==> src/rtl/tl_pkg.sv <==
// Shared TileLink-UL/UH opcode constants and the A-channel opcode legality check.
package tl_pkg;

  localparam logic [2:0] PUT_FULL        = 3'd0;
  localparam logic [2:0] PUT_PARTIAL     = 3'd1;
  localparam logic [2:0] GET             = 3'd4;
  localparam logic [2:0] ACCESS_ACK      = 3'd0;
  localparam logic [2:0] ACCESS_ACK_DATA = 3'd1;

  function automatic logic is_legal_a_opcode(input logic [2:0] op);
    return (op == PUT_FULL) || (op == PUT_PARTIAL) || (op == GET);
  endfunction

endpackage

==> src/rtl/tl_src_alloc.sv <==
// Source-ID free list: busy bitmap, lowest-free-index encoder and in-flight count.
module tl_src_alloc #(
  parameter int SRC_SIZE = 2
) (
  input  logic                  clk,
  input  logic                  rst,
  input  logic                  alloc_en,
  input  logic                  free_en,
  input  logic [SRC_SIZE-1:0]   free_id,
  output logic                  any_free,
  output logic [SRC_SIZE-1:0]   alloc_id,
  output logic [(1<<SRC_SIZE)-1:0] busy,
  output logic [SRC_SIZE:0]     outstanding
);

  localparam int NSRC = 1 << SRC_SIZE;

  logic [NSRC-1:0]   busy_q;
  logic [SRC_SIZE:0] count_q;

  // Encoder works on the registered bitmap, so a source freed this cycle
  // only becomes a candidate on the following cycle.
  always_comb begin
    alloc_id = '0;
    any_free = 1'b0;
    for (int i = NSRC - 1; i >= 0; i--) begin
      if (!busy_q[i]) begin
        alloc_id = SRC_SIZE'(i);
        any_free = 1'b1;
      end
    end
  end

  always_ff @(posedge clk or posedge rst) begin
    if (rst) begin
      busy_q  <= '0;
      count_q <= '0;
    end else begin
      if (alloc_en) busy_q[alloc_id] <= 1'b1;
      if (free_en)  busy_q[free_id]  <= 1'b0;
      count_q <= count_q + (SRC_SIZE+1)'(alloc_en) - (SRC_SIZE+1)'(free_en);
    end
  end

  assign busy        = busy_q;
  assign outstanding = count_q;

endmodule

==> src/rtl/tl_master_engine.sv <==
// Single-beat TileLink-UL/UH master: command port to A channel, out-of-order D
// responses to a registered response port, with source tagging and a stall watchdog.
module tl_master_engine
  import tl_pkg::*;
#(
  parameter int SRC_SIZE  = 2,
  parameter int SINK_SIZE = 2,
  parameter int BUS_SIZE  = 8,
  parameter int ADR_WIDTH = 32,
  parameter int TIMEOUT   = 1024
) (
  input  logic                  clk,
  input  logic                  rst,
  input  logic                  cmd_valid,
  output logic                  cmd_ready,
  input  logic [2:0]            cmd_opcode,
  input  logic [3:0]            cmd_size,
  input  logic [ADR_WIDTH-1:0]  cmd_address,
  input  logic [BUS_SIZE-1:0]   cmd_mask,
  input  logic [8*BUS_SIZE-1:0] cmd_data,
  output logic [SRC_SIZE-1:0]   cmd_id,
  output logic                  tl_master_a_valid,
  input  logic                  tl_master_a_ready,
  output logic [2:0]            tl_master_a_opcode,
  output logic [2:0]            tl_master_a_param,
  output logic [3:0]            tl_master_a_size,
  output logic [SRC_SIZE-1:0]   tl_master_a_source,
  output logic [ADR_WIDTH-1:0]  tl_master_a_address,
  output logic [BUS_SIZE-1:0]   tl_master_a_mask,
  output logic [8*BUS_SIZE-1:0] tl_master_a_data,
  output logic                  tl_master_a_corrupt,
  input  logic                  tl_master_d_valid,
  output logic                  tl_master_d_ready,
  input  logic [2:0]            tl_master_d_opcode,
  input  logic [1:0]            tl_master_d_param,
  input  logic [3:0]            tl_master_d_size,
  input  logic [SRC_SIZE-1:0]   tl_master_d_source,
  input  logic [SINK_SIZE-1:0]  tl_master_d_sink,
  input  logic                  tl_master_d_denied,
  input  logic [8*BUS_SIZE-1:0] tl_master_d_data,
  input  logic                  tl_master_d_corrupt,
  output logic                  rsp_valid,
  input  logic                  rsp_ready,
  output logic [SRC_SIZE-1:0]   rsp_source,
  output logic [2:0]            rsp_opcode,
  output logic [8*BUS_SIZE-1:0] rsp_data,
  output logic                  rsp_denied,
  output logic                  rsp_corrupt,
  output logic [SRC_SIZE:0]     outstanding,
  output logic                  err_illegal_op,
  output logic                  err_unexpected_d,
  output logic                  timeout
);

  localparam int DATA_W = 8 * BUS_SIZE;
  localparam int WD_W   = (TIMEOUT > 0) ? $clog2(TIMEOUT + 1) : 1;
  localparam logic [WD_W-1:0] WD_LAST = WD_W'((TIMEOUT > 0) ? TIMEOUT - 1 : 0);

  // Handshakes: a transfer happens on a rising clk edge where valid && ready;
  // valid never waits on ready, and a registered payload holds until it transfers.

  logic                       any_free, cmd_fire, cmd_legal, alloc_en;
  logic                       d_fire, d_hit;
  logic [SRC_SIZE-1:0]        alloc_id;
  logic [(1<<SRC_SIZE)-1:0]   busy;
  logic                       a_valid_q, rsp_valid_q, timeout_q;
  logic                       err_illegal_q, err_unexp_q;
  logic [WD_W-1:0]            wd_cnt;
  logic [2:0]                 a_opcode_q, rsp_opcode_q;
  logic [3:0]                 a_size_q;
  logic [SRC_SIZE-1:0]        a_source_q, rsp_source_q;
  logic [ADR_WIDTH-1:0]       a_address_q;
  logic [BUS_SIZE-1:0]        a_mask_q;
  logic [DATA_W-1:0]          a_data_q, rsp_data_q;
  logic                       rsp_denied_q, rsp_corrupt_q;
  logic                       unused_d_fields;

  assign cmd_ready = (!a_valid_q || tl_master_a_ready) && any_free && !timeout_q;
  assign cmd_fire  = cmd_valid && cmd_ready;
  assign cmd_legal = is_legal_a_opcode(cmd_opcode);
  assign alloc_en  = cmd_fire && cmd_legal;
  assign cmd_id    = alloc_id;

  assign tl_master_d_ready = !rsp_valid_q || rsp_ready;
  assign d_fire = tl_master_d_valid && tl_master_d_ready;
  assign d_hit  = d_fire && busy[tl_master_d_source];

  assign unused_d_fields = ^{tl_master_d_param, tl_master_d_size, tl_master_d_sink};

  tl_src_alloc #(.SRC_SIZE(SRC_SIZE)) u_alloc (
    .clk         (clk),
    .rst         (rst),
    .alloc_en    (alloc_en),
    .free_en     (d_hit),
    .free_id     (tl_master_d_source),
    .any_free    (any_free),
    .alloc_id    (alloc_id),
    .busy        (busy),
    .outstanding (outstanding)
  );

  always_ff @(posedge clk or posedge rst) begin
    if (rst) begin
      a_valid_q   <= 1'b0;
      a_opcode_q  <= '0;
      a_size_q    <= '0;
      a_source_q  <= '0;
      a_address_q <= '0;
      a_mask_q    <= '0;
      a_data_q    <= '0;
    end else if (alloc_en) begin
      a_valid_q   <= 1'b1;
      a_opcode_q  <= cmd_opcode;
      a_size_q    <= cmd_size;
      a_source_q  <= alloc_id;
      a_address_q <= cmd_address;
      a_mask_q    <= cmd_mask;
      a_data_q    <= cmd_data;
    end else if (tl_master_a_ready) begin
      a_valid_q   <= 1'b0;
    end
  end

  always_ff @(posedge clk or posedge rst) begin
    if (rst) begin
      rsp_valid_q   <= 1'b0;
      rsp_source_q  <= '0;
      rsp_opcode_q  <= '0;
      rsp_data_q    <= '0;
      rsp_denied_q  <= 1'b0;
      rsp_corrupt_q <= 1'b0;
    end else if (d_hit) begin
      rsp_valid_q   <= 1'b1;
      rsp_source_q  <= tl_master_d_source;
      rsp_opcode_q  <= tl_master_d_opcode;
      rsp_data_q    <= tl_master_d_data;
      rsp_denied_q  <= tl_master_d_denied;
      rsp_corrupt_q <= tl_master_d_corrupt;
    end else if (rsp_ready) begin
      rsp_valid_q   <= 1'b0;
    end
  end

  // Watchdog counts cycles with work in flight and no D progress; it freezes
  // once tripped so the sticky flag never re-evaluates.
  always_ff @(posedge clk or posedge rst) begin
    if (rst) begin
      wd_cnt        <= '0;
      timeout_q     <= 1'b0;
      err_illegal_q <= 1'b0;
      err_unexp_q   <= 1'b0;
    end else begin
      if (cmd_fire && !cmd_legal) err_illegal_q <= 1'b1;
      if (d_fire && !d_hit)       err_unexp_q   <= 1'b1;
      if (d_fire || outstanding == '0) begin
        wd_cnt <= '0;
      end else if (!timeout_q) begin
        wd_cnt <= wd_cnt + 1'b1;
        if (TIMEOUT != 0 && wd_cnt == WD_LAST) timeout_q <= 1'b1;
      end
    end
  end

  assign tl_master_a_valid   = a_valid_q;
  assign tl_master_a_opcode  = a_opcode_q;
  assign tl_master_a_param   = 3'd0;
  assign tl_master_a_size    = a_size_q;
  assign tl_master_a_source  = a_source_q;
  assign tl_master_a_address = a_address_q;
  assign tl_master_a_mask    = a_mask_q;
  assign tl_master_a_data    = a_data_q;
  assign tl_master_a_corrupt = 1'b0;

  assign rsp_valid   = rsp_valid_q;
  assign rsp_source  = rsp_source_q;
  assign rsp_opcode  = rsp_opcode_q;
  assign rsp_data    = rsp_data_q;
  assign rsp_denied  = rsp_denied_q;
  assign rsp_corrupt = rsp_corrupt_q;

  assign err_illegal_op   = err_illegal_q;
  assign err_unexpected_d = err_unexp_q;
  assign timeout          = timeout_q;

endmodule

==> config.mk <==
export PLATFORM = sky130hd
export DESIGN_NAME = tl_master_engine
export DESIGN_NICKNAME = d
export VERILOG_FILES = /design/src/rtl/tl_pkg.sv /design/src/rtl/tl_src_alloc.sv /design/src/rtl/tl_master_engine.sv
export SDC_FILE = /design/constraint.sdc
export NUM_CORES = 1
export LEC_CHECK = 0
export CAP_MARGIN = 30
export CORE_ASPECT_RATIO = 0.9
export CORE_MARGIN = 3
export CORE_UTILIZATION = 28
export DETAILED_ROUTE_END_ITERATION = 10
export SLEW_MARGIN = 20
export SYNTH_ARGS = -nofsm -noshare
export SYNTH_HDL_FRONTEND = slang
export SYNTH_HIERARCHICAL = 1
export SYNTH_SLANG_ARGS = --single-unit
export TNS_END_PERCENT = 5
==> constraint.sdc <==
create_clock -name clk -period 13.3 [get_ports clk]
set_input_delay 1.33 -clock clk [delete_from_list [all_inputs] [get_ports clk]]
set_output_delay 1.33 -clock clk [all_outputs]
set_load 0.02 [all_outputs]
# ---- After elaboration in Yosys (flattened, before gate mapping)
# Index checks and enable logic that the tools add are counted.
dict set report totals {
  ram_bits 0
  out_inout_bits 200
  wordCells 81
  latchBits 0
  memories 0
  mem_bits_ro 0
  ff_bits 207
  in_bits 196
}
dict set report op_classes {
  bitwise 3
  n_addsub 3
  n_mul 0
  eq_ne 4
  shifts 0
  n_mux 24
  order_cmp 4
  n_div 0
  reduce_logical 24
}
# op n
set ops {}
lappend ops {{11-bit 2-to-1 mux} 2}
lappend ops {{1-bit 2-to-1 mux} 13}
lappend ops {{11-bit by 1-bit adder with 11-bit output (second input constant)} 1}
lappend ops {{11-bit by 10-bit == test with 1-bit output (second input constant)} 1}
lappend ops {{1-bit logical AND} 10}
lappend ops {{2-bit 2-to-1 mux} 4}
lappend ops {{4-bit 2-to-1 mux} 2}
lappend ops {{3-bit logical NOT} 2}
lappend ops {{2-bit by 3-bit < comparator with 1-bit output (second input constant)} 2}
lappend ops {{1-bit logical NOT} 5}
lappend ops {{1-bit logical OR} 5}
lappend ops {{4-bit AND} 1}
lappend ops {{1-bit demux with 2-bit select} 2}
lappend ops {{2-bit by 1-bit >= comparator with 1-bit output (second input constant)} 2}
lappend ops {{4-bit inverter} 1}
lappend ops {{4-bit OR} 1}
lappend ops {{2-bit nonzero test} 2}
lappend ops {{3-bit by 1-bit adder with 3-bit output} 1}
lappend ops {{3-bit by 1-bit == test with 1-bit output (second input constant)} 1}
lappend ops {{3-bit == test (second input constant)} 1}
lappend ops {{3-bit by 1-bit subtractor with 3-bit output} 1}
lappend ops {{1-bit binary-select mux with 2-bit select} 1}
lappend ops {{2-bit by 1-bit != test with 1-bit output (second input constant)} 1}

# ---- Longest topological paths before layout
dict set report logic_depth {
  depth_word 12
  mapped_depth 13
  depth_no_buf 11
}

# ---- By module
# Netlist, hierarchy kept.
# module area_each_um2 instances cells_per_inst
set by_module_without_submodules {}
lappend by_module_without_submodules {tl_master_engine 7770.0 1 483}
lappend by_module_without_submodules {tl_src_alloc 341.6 1 32}

# ---- Least setup slack after synthesis
# OpenSTA, ideal clock, no wires.
dict set report synth_timing {
  kind {in2reg}
  start {input port tl_master_d_source[0]}
  end {register u_alloc.count_q[2], in the netlist u_alloc/outstanding[2]}
  path_stages 10
  t_required_ps 13220
  path_buffers 1
  t_arrival_ps 3403
  path_slack_ps 9817
  path_cell_list {mux4_2 nand3_4 buf_8 inv_1 ha_1 inv_1 ha_1 fa_1 xnor2_1 xnor2_1}
}
dict set report synth_via {
  elab_chain_cells 4
}
# element line
set synth_lines {}
lappend synth_lines {{start, declared} tl_master_engine.sv:37} ;# input logic [SRC_SIZE-1:0] tl_master_d_source,
lappend synth_lines {{1-bit binary-select mux with 2-bit select} tl_master_engine.sv:86} ;# assign d_hit = d_fire && busy[tl_master_d_source];
lappend synth_lines {{1-bit 2-to-1 mux (not written as such)} tl_master_engine.sv:86}
lappend synth_lines {{1-bit logical AND} tl_master_engine.sv:86}
lappend synth_lines {{via d_hit} tl_master_engine.sv:63} ;# logic d_fire, d_hit;
lappend synth_lines {{3-bit by 1-bit subtractor with 3-bit output} tl_src_alloc.sv:41} ;# count_q <= count_q + (SRC_SIZE+1)'(alloc_en) - (SRC_SIZE+1)'(free_en);
lappend synth_lines {{end signal, assigned} tl_src_alloc.sv:41}
lappend synth_lines {{end, declared} tl_src_alloc.sv:19} ;# logic [SRC_SIZE:0] count_q;
# The timed path passes the listed nets, and every way through them passes these cells. The select of a mux whose other input is x is not followed.
# A chain may end at the register's enable or synchronous reset.

# ---- Final worst setup path
dict set report layout_timing {
  start {input port cmd_opcode[2]}
  end {register u_alloc.count_q[2], in the netlist u_alloc/outstanding[2]}
}
dict set report layout_via {
  elab_chain_cells 6
  word_cells_on_any_way 8
}
# element line
set layout_lines {}
lappend layout_lines {{start, declared} tl_master_engine.sv:16} ;# input logic [2:0] cmd_opcode,
lappend layout_lines {{3-bit by 1-bit == test with 1-bit output / 3-bit logical NOT (equally long branches)} tl_pkg.sv:11} ;# return (op == PUT_FULL) || (op == PUT_PARTIAL) || (op == GET);
lappend layout_lines {{1-bit logical OR} tl_pkg.sv:11}
lappend layout_lines {{1-bit logical OR *} tl_pkg.sv:11}
lappend layout_lines {{1-bit logical AND *} tl_master_engine.sv:81} ;# assign alloc_en = cmd_fire && cmd_legal;
lappend layout_lines {{via alloc_en} tl_master_engine.sv:62} ;# logic any_free, cmd_fire, cmd_legal, alloc_en;
lappend layout_lines {{3-bit by 1-bit adder with 3-bit output *} tl_src_alloc.sv:41}
lappend layout_lines {{3-bit by 1-bit subtractor with 3-bit output *} tl_src_alloc.sv:41}
# Mark *: on every way through the listed nets, which the timed path passes. The rest lies on a longest branch.

==> out/summary.txt <==
DR pass1 iterations: 4
Clock-pin slew on the worst setup and hold paths: 0.06 ns
Async S/R FF share, synth: 100%
Total CTS buffers: 24
VDD IR-drop max: 0.0715 mV
# clock sinks: 207
Max-capacitance violation count: 0
CP startpoint: cmd_opcode[2]
ANT cells: 0
Outcome: complete, no violations
Cell Area, Synth: 8110 um^2
Synthesized flop and latch total: 207
Fin. max-slew vios: 0
Tcrit/Tclk final: 31.5%
YS warnings: 6
Critical Path Sink: u_alloc/outstanding[2]$_DFF_PP0_
Input/output buffers: 383
Post-CTS Setup Inserts: 0
Die X-Extent: 185 um
Chip height: 167 um
Setup-violating endpoint count in the final report: 0
Share of cells above drive strength 1: 25.1%
Final Hold Fails: 0
Routed vias/inst: 4.43
HP Class: register to register
Sum Neg Setup Slack: 0 ns
TritonCTS clock tree: built
Power Density: 103 nW/um^2
Yosys top cell by area: dfrtp_1
WP data arrival: 4.63 ns
Net count, final: 1109
Hold Buf Count CTS: 0
Hold Path Depth: 2
CP startpoint kind: primary input
Sequential cell area fraction in the yosys report: 63.9%
First-iteration detailed-routing DRC count: 181
P_leak: 0.00615 uW
Post-synth EDFFs: 0
Initial Util: 28.7%
Final instance area: 13100 um^2
Worst-Margin Slew: 0.802 ns
Met2 Use GR: 23.8%
PostCTS Resize Cnt: 0
FF-to-FF Start: u_alloc/busy[0]$_DFF_PP0_
Gr busiest metal: met2
Critical path data required time: 13.73 ns
Power consumption: 1350 uW
DRC violation count after routing: 0
IO Count: 396
R2R cell count: 11
Netlist cell types: 40
Hpwl dp: 16500 um
Reg-to-reg setup timing slack: 10.14 ns
Drt total wl: 22900 um
Max Freq: 238 MHz
Post-synth top flop: dfrtp_1
Vias in the first global route: 5976
Mean area per synthesized cell: 15.8 um^2
Worst-Skew Late Latency: 0.51 ns
Rows: 58
Tmin final: 4.20 ns
Yosys top cell area share: 63.9%
First-pass GRT wire length: 34700 um
Core ar.: 28200 um^2
Post-DRT Antenna Nets: 0
Critical path capture point type: register
# fillers: 2566
Initial antenna violation count: 0
GR Util met1: 16.7%
H-tree Lvls: 1
Area Overhead vs Synth: 61.8%
R2R Path End: u_alloc/outstanding[2]$_DFF_PP0_
Type of the worst setup path: primary input to register
Worst-path fanout max: 40
RSZ-0062 raised after global routing: false
GRT met3 Usage: 5.45%
Post-Syn Instances: 515
Total track usage: 14.0%
Routed vias: 5698
Ranking of synthesized cells by area: dfrtp_1 64%, mux2_2 25%, buf_6 1.5%, inv_1 0.69%, a21oi_1 0.49%
Max-slew headroom: 46.5%
Routability cong.: 0.726
DP Area: 12300 um^2
Global route overflow: 0
Die ar.: 31100 um^2
Clock Tree Root: clkbuf_16
Avg WL per Cell: 17.8 um
Clock Skew: 0.00808 ns
CTS Buffer Depth: 3
Largest net degree at the start of global routing: 128
## registers in the layout, indices dropped and copies added (netlist names), 4 cells and up
| signal | cells |
|---|---|
| wd_cnt | 11 |
| tl_master_a_size | 4 |
| tl_master_a_address | 32 |
| tl_master_a_mask | 8 |
| tl_master_a_data | 64 |
| rsp_data | 64 |
| u_alloc/busy | 4 |
## layout by cell type, fill, tap and decap left out, drive strengths merged, types with 5 or more instances in the layout
| cell type | Yosys | routed |
|---|---|---|
| nand3 | 6 | 6 |
| nand2 | 6 | 6 |
| a31oi | 6 | 6 |
| dfrtp | 207 | 207 |
| inv | 15 | 15 |
| buf | 24 | 8 |
| mux2 | 183 | 183 |
| o21ai | 5 | 5 |
| clkbuf | 2 | 37 |
| clkdlybuf4s50 | 0 | 383 |
| a21oi | 8 | 8 |
| nor2 | 6 | 6 |
## critical path, stage by stage
cell and delay (ns):
clkdlybuf4s50_1 0.47, a21oi_1 0.49, nand4_4 0.68, inv_1 0.37, inv_1 0.07, ha_1 0.27, inv_1 0.04, ha_1 0.18
fa_1 0.37, xnor2_1 0.19, xnor2_1 0.13
## logic make-up after synthesis
kind of cell	synth area share (%)
buffers and inverters	3.39
adders and majority gates	0.710
xor gates and xnor gates	0.648
other	0.0462
AOI/OAI and AO/OA	2.24
muxes	26.1
DFF	63.9
and+or+nand+nor	3.05
## metal layers
layer	up-vias	share of wire [%]
met5	-	0
met4	0	2.5
met3	34	11
met2	251	48
met1	2806	39
li1	2607	-
## synthesized netlist by cell type, types with 4 or more instances
| cell | n |
|---|---|
| buf_4 | 5 |
| nand3_1 | 5 |
| dfrtp_1 | 207 |
| nand2_1 | 6 |
| inv_1 | 15 |
| or3_1 | 4 |
| buf_2 | 7 |
| o31ai_1 | 4 |
| buf_6 | 11 |
| o21ai_0 | 5 |
| a21oi_1 | 8 |
| a31oi_1 | 6 |
| mux2_2 | 183 |
| nor2_1 | 6 |
## stage by stage
stage               utilization [%]  cells  hold WS [ns]  setup WS, ns
floorplan                         -    518         0.512          6.52
finish                         46.5   1285         0.463          9.10
CTS                            46.3   1283         0.473          9.04
global route                   46.5   1285         0.501          8.84
detailed placement             43.5   1241         0.458          8.49
global placement               43.3   1239         0.457          8.48
## cell type report
cell class                 count  area, um^2  area share, %
timing repair buffer         391        3970           30.3
sequential                   207        5180           39.5
tap                          360         450           3.43
clock inverter                 5        50.0          0.381
clock buffer                  37         731           5.57
inverter                      15        63.8          0.486
multi-input combinational    270        2680           20.4
## power breakdown
group	internal, uW	total (uW)	switching [uW]
Clock	395	650	256
Sequential	630	630	0
Combinational	50.6	73.8	23.2
Total	1080	1350	279
## how the worst min path moves through the flow
stage                                             from                      endpoint  slack [ns]
final                     err_unexpected_d$_DFFE_PP0P_  err_unexpected_d$_DFFE_PP0P_        0.46
after global routing      err_unexpected_d$_DFFE_PP0P_  err_unexpected_d$_DFFE_PP0P_        0.50
after CTS                 err_unexpected_d$_DFFE_PP0P_  err_unexpected_d$_DFFE_PP0P_        0.47
after detailed placement  err_unexpected_d$_DFFE_PP0P_  err_unexpected_d$_DFFE_PP0P_        0.46
after global placement    err_unexpected_d$_DFFE_PP0P_  err_unexpected_d$_DFFE_PP0P_        0.46
after floorplan                 wd_cnt[10]$_DFFE_PP0P_        wd_cnt[10]$_DFFE_PP0P_        0.51
Note: power is estimated with default switching activity, not from simulation.
